**src/rtl/mac_tile_pkg.sv**
```systemverilog
// mac_tile_pkg: shared definitions for the dual-dataflow MAC tile.
//   state_e           tile FSM states
//   INST_LOAD/EXEC/FLUSH  bit positions inside the 3-bit instruction bus
//   MODE_WS/MODE_OS   encodings of the mode input
package mac_tile_pkg;

  typedef enum logic [1:0] {
    IDLE      = 2'd0,
    WS_LOADED = 2'd1,
    OS_ACC    = 2'd2,
    OS_DRAIN  = 2'd3
  } state_e;

  localparam int INST_LOAD  = 0;
  localparam int INST_EXEC  = 1;
  localparam int INST_FLUSH = 2;

  localparam logic MODE_WS = 1'b0;
  localparam logic MODE_OS = 1'b1;

endpackage

```
**src/rtl/mac_sat.sv**
```systemverilog
// mac_sat: combinational sum_o = a_i * b_i + c_i.
//   a_i    unsigned activation (bw bits)
//   b_i    two's-complement weight (bw bits)
//   c_i    signed addend (psum_bw bits)
//   sum_o  signed result (psum_bw bits)
//   ovf_o  result was clamped (only with MAC_TILE_SAT_EN)
// Build option MAC_TILE_SAT_EN: saturate to the signed psum_bw range instead
// of wrapping.
module mac_sat #(
  parameter int bw      = 4,
  parameter int psum_bw = 16
) (
  input  logic        [bw-1:0]      a_i,
  input  logic signed [bw-1:0]      b_i,
  input  logic signed [psum_bw-1:0] c_i,
  output logic signed [psum_bw-1:0] sum_o
`ifdef MAC_TILE_SAT_EN
  ,output logic                     ovf_o
`endif
);

  // Operands widened to the full product width before multiplying so the
  // unsigned activation (zero-extended) and signed weight combine exactly.
  logic signed [2*bw:0] a_x, b_x, prod;

  assign a_x  = (2*bw+1)'($signed({1'b0, a_i}));
  assign b_x  = (2*bw+1)'(b_i);
  assign prod = a_x * b_x;

`ifdef MAC_TILE_SAT_EN
  localparam logic signed [psum_bw-1:0] SAT_MAX = {1'b0, {(psum_bw-1){1'b1}}};
  localparam logic signed [psum_bw-1:0] SAT_MIN = {1'b1, {(psum_bw-1){1'b0}}};

  // One guard bit: overflow when the guard and sign bit disagree.
  logic signed [psum_bw:0] full;

  assign full  = (psum_bw+1)'(prod) + (psum_bw+1)'(c_i);
  assign ovf_o = full[psum_bw] ^ full[psum_bw-1];
  assign sum_o = !ovf_o ? full[psum_bw-1:0] : (full[psum_bw] ? SAT_MIN : SAT_MAX);
`else
  assign sum_o = psum_bw'(prod) + c_i;
`endif

endmodule

```
**src/rtl/mac_tile_dual.sv**
```systemverilog
// mac_tile_dual: systolic PE supporting weight-stationary (WS) and
// output-stationary (OS) dataflows.
//   clk, reset        rising-edge clock, async active-low reset
//   mode              0 = WS, 1 = OS, sampled in IDLE only
//   in_w / out_e      activation in from west, registered copy to east
//   inst_w / inst_e   {flush, execute, load} in, registered copy to east
//   in_n, valid_n     psum / weight / drain data from north
//   out_s, valid_s    registered result or forward to south
//   sat_flag          sticky saturation flag (only with MAC_TILE_SAT_EN)
// Build option MAC_TILE_SAT_EN: saturating arithmetic plus sat_flag port.
//
// state     | meaning
// IDLE      | no weight held; mode input is live
// WS_LOADED | WS weight latched in w_q, executes use it
// OS_ACC    | OS accumulation in progress in acc_q
// OS_DRAIN  | OS result sent, forwarding north data while flush is held
module mac_tile_dual
  import mac_tile_pkg::*;
#(
  parameter int bw      = 4,
  parameter int psum_bw = 16
) (
  input  logic               clk,
  input  logic               reset,
  input  logic               mode,
  input  logic [bw-1:0]      in_w,
  output logic [bw-1:0]      out_e,
  input  logic [2:0]         inst_w,
  output logic [2:0]         inst_e,
  input  logic [psum_bw-1:0] in_n,
  input  logic               valid_n,
  output logic [psum_bw-1:0] out_s,
  output logic               valid_s
`ifdef MAC_TILE_SAT_EN
  ,output logic              sat_flag
`endif
);

  state_e               state_q, state_d;
  logic                 mode_q, mode_d;
  logic [bw-1:0]        w_q, w_d;
  logic [psum_bw-1:0]   acc_q, acc_d;
  logic [psum_bw-1:0]   out_s_q, out_s_d;
  logic                 valid_s_q, valid_s_d;
  logic [bw-1:0]        out_e_q;
  logic [2:0]           inst_e_q;

  logic                 do_flush, do_load, do_exec, os_sel;
  logic [bw-1:0]        mac_b;
  logic [psum_bw-1:0]   mac_c, mac_sum, w_fwd;

  // Strict priority decode: flush > load > execute.
  assign do_flush = inst_w[INST_FLUSH];
  assign do_load  = inst_w[INST_LOAD] & ~do_flush;
  assign do_exec  = inst_w[INST_EXEC] & ~do_flush & ~inst_w[INST_LOAD];

  // Mode is live in IDLE, latched everywhere else.
  assign os_sel = (state_q == IDLE) ? (mode == MODE_OS) : (mode_q == MODE_OS);

  assign w_fwd = psum_bw'($signed(in_n[bw-1:0]));

  // One multiplier-adder shared by both dataflows.
  assign mac_b = os_sel ? in_n[bw-1:0] : w_q;
  assign mac_c = os_sel ? acc_q : in_n;

`ifdef MAC_TILE_SAT_EN
  logic mac_ovf;
`endif

  mac_sat #(.bw(bw), .psum_bw(psum_bw)) u_mac (
    .a_i   (in_w),
    .b_i   (mac_b),
    .c_i   (mac_c),
    .sum_o (mac_sum)
`ifdef MAC_TILE_SAT_EN
    ,.ovf_o(mac_ovf)
`endif
  );

  always_comb begin
    state_d   = state_q;
    mode_d    = mode_q;
    w_d       = w_q;
    acc_d     = acc_q;
    out_s_d   = out_s_q;
    valid_s_d = 1'b0;
    if (state_q == IDLE) mode_d = mode;

    if (state_q == OS_DRAIN) begin
      if (do_flush) begin
        out_s_d   = in_n;
        valid_s_d = valid_n;
      end else begin
        state_d = IDLE;
      end
    end else if (os_sel) begin
      if (do_flush) begin
        out_s_d   = acc_q;
        valid_s_d = 1'b1;
        acc_d     = '0;
        state_d   = OS_DRAIN;
      end else if (do_exec) begin
        acc_d   = mac_sum;
        out_s_d = w_fwd;
        state_d = OS_ACC;
      end
    end else begin
      if (do_flush) begin
        w_d     = '0;
        state_d = IDLE;
      end else if (do_load) begin
        // Weight is one-shot: a second load while loaded is ignored.
        if (state_q == IDLE) begin
          w_d     = in_w;
          state_d = WS_LOADED;
        end
      end else if (do_exec) begin
        out_s_d   = mac_sum;
        valid_s_d = 1'b1;
      end
    end
  end

  always_ff @(posedge clk or negedge reset) begin
    if (!reset) begin
      state_q   <= IDLE;
      mode_q    <= MODE_WS;
      w_q       <= '0;
      acc_q     <= '0;
      out_s_q   <= '0;
      valid_s_q <= 1'b0;
      out_e_q   <= '0;
      inst_e_q  <= '0;
    end else begin
      state_q   <= state_d;
      mode_q    <= mode_d;
      w_q       <= w_d;
      acc_q     <= acc_d;
      out_s_q   <= out_s_d;
      valid_s_q <= valid_s_d;
      out_e_q   <= in_w;
      inst_e_q  <= inst_w;
    end
  end

`ifdef MAC_TILE_SAT_EN
  // The flush that drains an OS result keeps the flag so it travels with that
  // result; any other flush clears it.
  logic sat_q;
  logic enter_drain;

  assign enter_drain = do_flush & os_sel & (state_q != OS_DRAIN);

  always_ff @(posedge clk or negedge reset) begin
    if (!reset)
      sat_q <= 1'b0;
    else if (do_flush && !enter_drain)
      sat_q <= 1'b0;
    else if (do_exec && state_q != OS_DRAIN && mac_ovf)
      sat_q <= 1'b1;
  end

  assign sat_flag = sat_q;
`endif

  assign out_s   = out_s_q;
  assign valid_s = valid_s_q;
  assign out_e   = out_e_q;
  assign inst_e  = inst_e_q;

endmodule

```
**config.mk**
```make
export PLATFORM = sky130hd
export DESIGN_NAME = mac_tile_dual
export DESIGN_NICKNAME = d
export VERILOG_FILES = /design/src/rtl/mac_tile_pkg.sv /design/src/rtl/mac_sat.sv /design/src/rtl/mac_tile_dual.sv
export SDC_FILE = /design/constraint.sdc
export NUM_CORES = 1
export LEC_CHECK = 0
export ABC_AREA = 1
export BUFFER_PORTS_ARGS = -buffer_cell sky130_fd_sc_hd__buf_2
export CAP_MARGIN = 30
export CORE_MARGIN = 2
export CORE_UTILIZATION = 36
export DETAILED_ROUTE_END_ITERATION = 16
export GPL_TIMING_DRIVEN = 0
export PLACE_DENSITY_LB_ADDON = 0.05
export SYNTH_ARGS = -nofsm -noshare
export SYNTH_HDL_FRONTEND = slang
export SYNTH_SLANG_ARGS = --single-unit
```
**constraint.sdc**
```tcl
create_clock -name clk -period 4.05 [get_ports clk]
set_input_delay 0.2025 -clock clk [delete_from_list [all_inputs] [get_ports clk]]
set_output_delay 0.2025 -clock clk [all_outputs]
set_load 0.01 [all_outputs]
```
==> flow_summary.yaml <==
synth:
  synth_edf_count: 0
  synth-seq-cells: 47
  syn_nets: 600
  synth-main-ff-cell: "dfrtp_1"
  yosys_warnings: 0
  syn_area_um2: 3890
  synthArstFlopShare: 1.00
  synth_top_area_frac: 0.303
  synthTopCellsByArea: "dfrtp_1, ha_1, nand2_1"
  synth_area_per_cell_um2: 7.50
  ys_seq_area_frac: 0.303
  ys_types: 37
  synth_largest_area_cell: "dfrtp_1"
  syn_inst: 518
outcome:
  failed_checks: "setup timing"
  outcome: "finished with violations"
global_route:
  first_global_vias: 3829
  antenna_found_initial: 0
  grt_pass1_wl_um: 19800
  grt_max_degree: 26
  grt_util_all_layers: 0.223
  gr-total-overflow: 0
worst_setup_path:
  critPathArrivalTime_ns: 4.45
  endpoint_kind: "flop"
  worstSetupPathDepth: 28
  cp-start-kind: "flop"
  r2r_cells: 28
  crit_path_frequent_cell: "nand2_2"
  critPathCapture: "out_s[11]"
  r2r-start: "state_q[1]"
  critical_path_class: "flop to flop"
  cp_max_fo: 7
  critPathBufInv: 8
  r2r_setup_slack_ns: -0.20
  startpoint: "state_q[1]"
  r2r_end: "out_s[11]"
  critPathMaxStageDelay_ns: 0.52
  cp_slowest_cell: "fa_1"
  critical-path-top-delay-family: "adder cells"
  worstPathRequired_ns: 4.25
sta:
  fin_skew_ns: 0.00867
  rsz0062_at_grt: "true"
  finalHoldViolCount: 0
  period_needed_ns: 4.25
  slew_headroom: 0.557
  period_share: 1.05
  timing.final.ws_setup_ns: -0.200
  whs_ns: 0.0220
  setup_viol: 17
  worst_pin_slew_ns: 0.664
  fmax_mhz: 235
  maxSlewViolCount: 0
flow_run:
  maxCapViolCount: 0
floorplan:
  core_um2: 10400
  dieHeight_um: 108
  rows: 37
  num_io_pins: 51
  die-area_um2: 11600
  start_util: 0.373
  die_w_um: 108
final_layout:
  area_growth_syn_to_layout_pct: 31.0
  multi_input_area_um2: 2760
  final_cells: 738
  nets: 683
  area.sequential_um2: 1180
  drive_above_1_share: 0.309
  nFillCells: 1061
  n_antenna_cell: 0
  fin_area_um2: 5090
detailed_routing:
  drc_errors: 0
  drt_wl_total_um: 12400
  vias: 3822
  post_drt_wl_per_cell_um: 16.8
  first_pass_iters: 5
  drt_iter0_drc: 159
  vias_per_cell: 5.18
  antenna_left: 0
cts:
  cts_buffers: 5
  cts_max_path_buffers: 2
  clk_latency_ns: 0.31
  cts_max_level: 2
  root_buffer: "clkbuf_8"
  cts.sinks: 47
  clk_pin_slew_ns: 0.09
  cts_tree: "done"
placement:
  gp_congestion: 0.816
  io_buffers: 50
  placed_cells: 705
  place_area_um2: 4400
  dp_hpwl_um: 9380
min_path:
  hp-class: "input pin to flop"
## per-layer routing
layer	global-route usage	part of all wire	vias up
li1	-	-	1857
met1	0.302	0.45	1857
met2	0.385	0.49	98
met3	0.0291	0.048	10
met4	0.0412	0.012	0
met5	0	0	-
## per-stage QoR
stage | setup slack (ns) | setup TNS (ns) | util
finish | -0.200 | -1.52 | 0.489
floorplan | 0.000739 | 0 | -
CTS | -0.245 | -1.98 | 0.471
global placement | -0.698 | -11.00 | 0.420
detailed placement | -0.694 | -10.98 | 0.422
global route | -0.414 | -5.93 | 0.489
## synthesized netlist by cell type, drive strengths merged (2+ instances only)
master	number
a221oi	4
xor2	3
dfrtp	47
buf	11
a41oi	2
clkbuf	4
ha	44
nand3	42
nand4	5
a21oi	24
o21ai	45
nand2	138
fa	11
o21a	2
xnor2	3
inv	77
a31oi	3
a22o	4
o21bai	2
nor2	38
## flip-flops by register name, summed over array words and instances, names as in the netlist
register,count
mode_q,1
acc_q,16
state_q,2
w_q,4
out_e,4
inst_e,3
valid_s,1
out_s,16
## worst min-delay path by stage
stage | start | end | slack, ns | depth (start not counted)
global route | inst_w[1] | inst_e[1] | 0.01 | 1
floorplan | reset | acc_q[0] | -0.09 | 0
CTS | inst_w[1] | inst_e[1] | 0.01 | 1
finish | inst_w[1] | inst_e[1] | 0.02 | 1
global placement | inst_w[1] | inst_e[1] | 0.34 | 1
detailed placement | reset | out_e[0] | 0.27 | 1
## area by class of cell
| cell class | instances | share of cell area |
|---|---|---|
| clock buffer | 7 | 0.0170 |
| inverter | 77 | 0.0573 |
| clock inverter | 1 | 0.00172 |
| buffer | 15 | 0.0229 |
| tap | 136 | 0.0334 |
| multi-input combinational | 379 | 0.541 |
| sequential | 47 | 0.231 |
| timing repair buffer | 76 | 0.0956 |
## cell usage in the layout, fill, tap and decap left out, types with 4 or more instances in the layout
master and n:
a21oi_1 18, nor2_2 5, buf_2 55, dfrtp_1 47
ha_4 4, o21ai_1 13, nor2_1 30, a21oi_2 4
fa_1 10, inv_2 13, clkbuf_1 4, buf_6 7
nand2_4 8, nand3_4 4, a22o_1 4, nand2_2 21
nand3_2 12, clkbuf_8 6, ha_1 40, nand4_1 5
inv_1 63, a221oi_1 4, o21ai_0 27, buf_4 20
nand3_1 26, nand2_1 109
## cells by family (layout without fill, tap and decap cells)
kind of cell             Yosys count  count (layout)  synth area share
flip-flops                        47              47             0.303
AO/OA/AOI/OAI                     93              93             0.144
AND/OR/NAND/NOR                  225             225             0.245
XOR/XNOR                           6               6            0.0135
adder cells (fa/ha/maj)           55              55             0.198
buffers and inverters             92             176            0.0969
## worst reg2reg max path, delay by kind of cell (launching register included)
family          cells  cell delay (ns)
compound gates      1             0.06
fa+ha+maj           5             1.94
buf+inv             8             0.75
flops               1             0.40
simple gates       14             1.01
## what timing repair did
action	4_1_cts	5_1_grt
hold buffers	1	0
buffers inserted	18	6
resized for setup	62	47
pin swaps	35	23
endpoints found under the setup margin	26	25
hold endpoints to repair	24	0
Power is left out: the tool's default activity adds up to more than one toggle a clock period on the data nets, which glitch-free logic cannot reach.
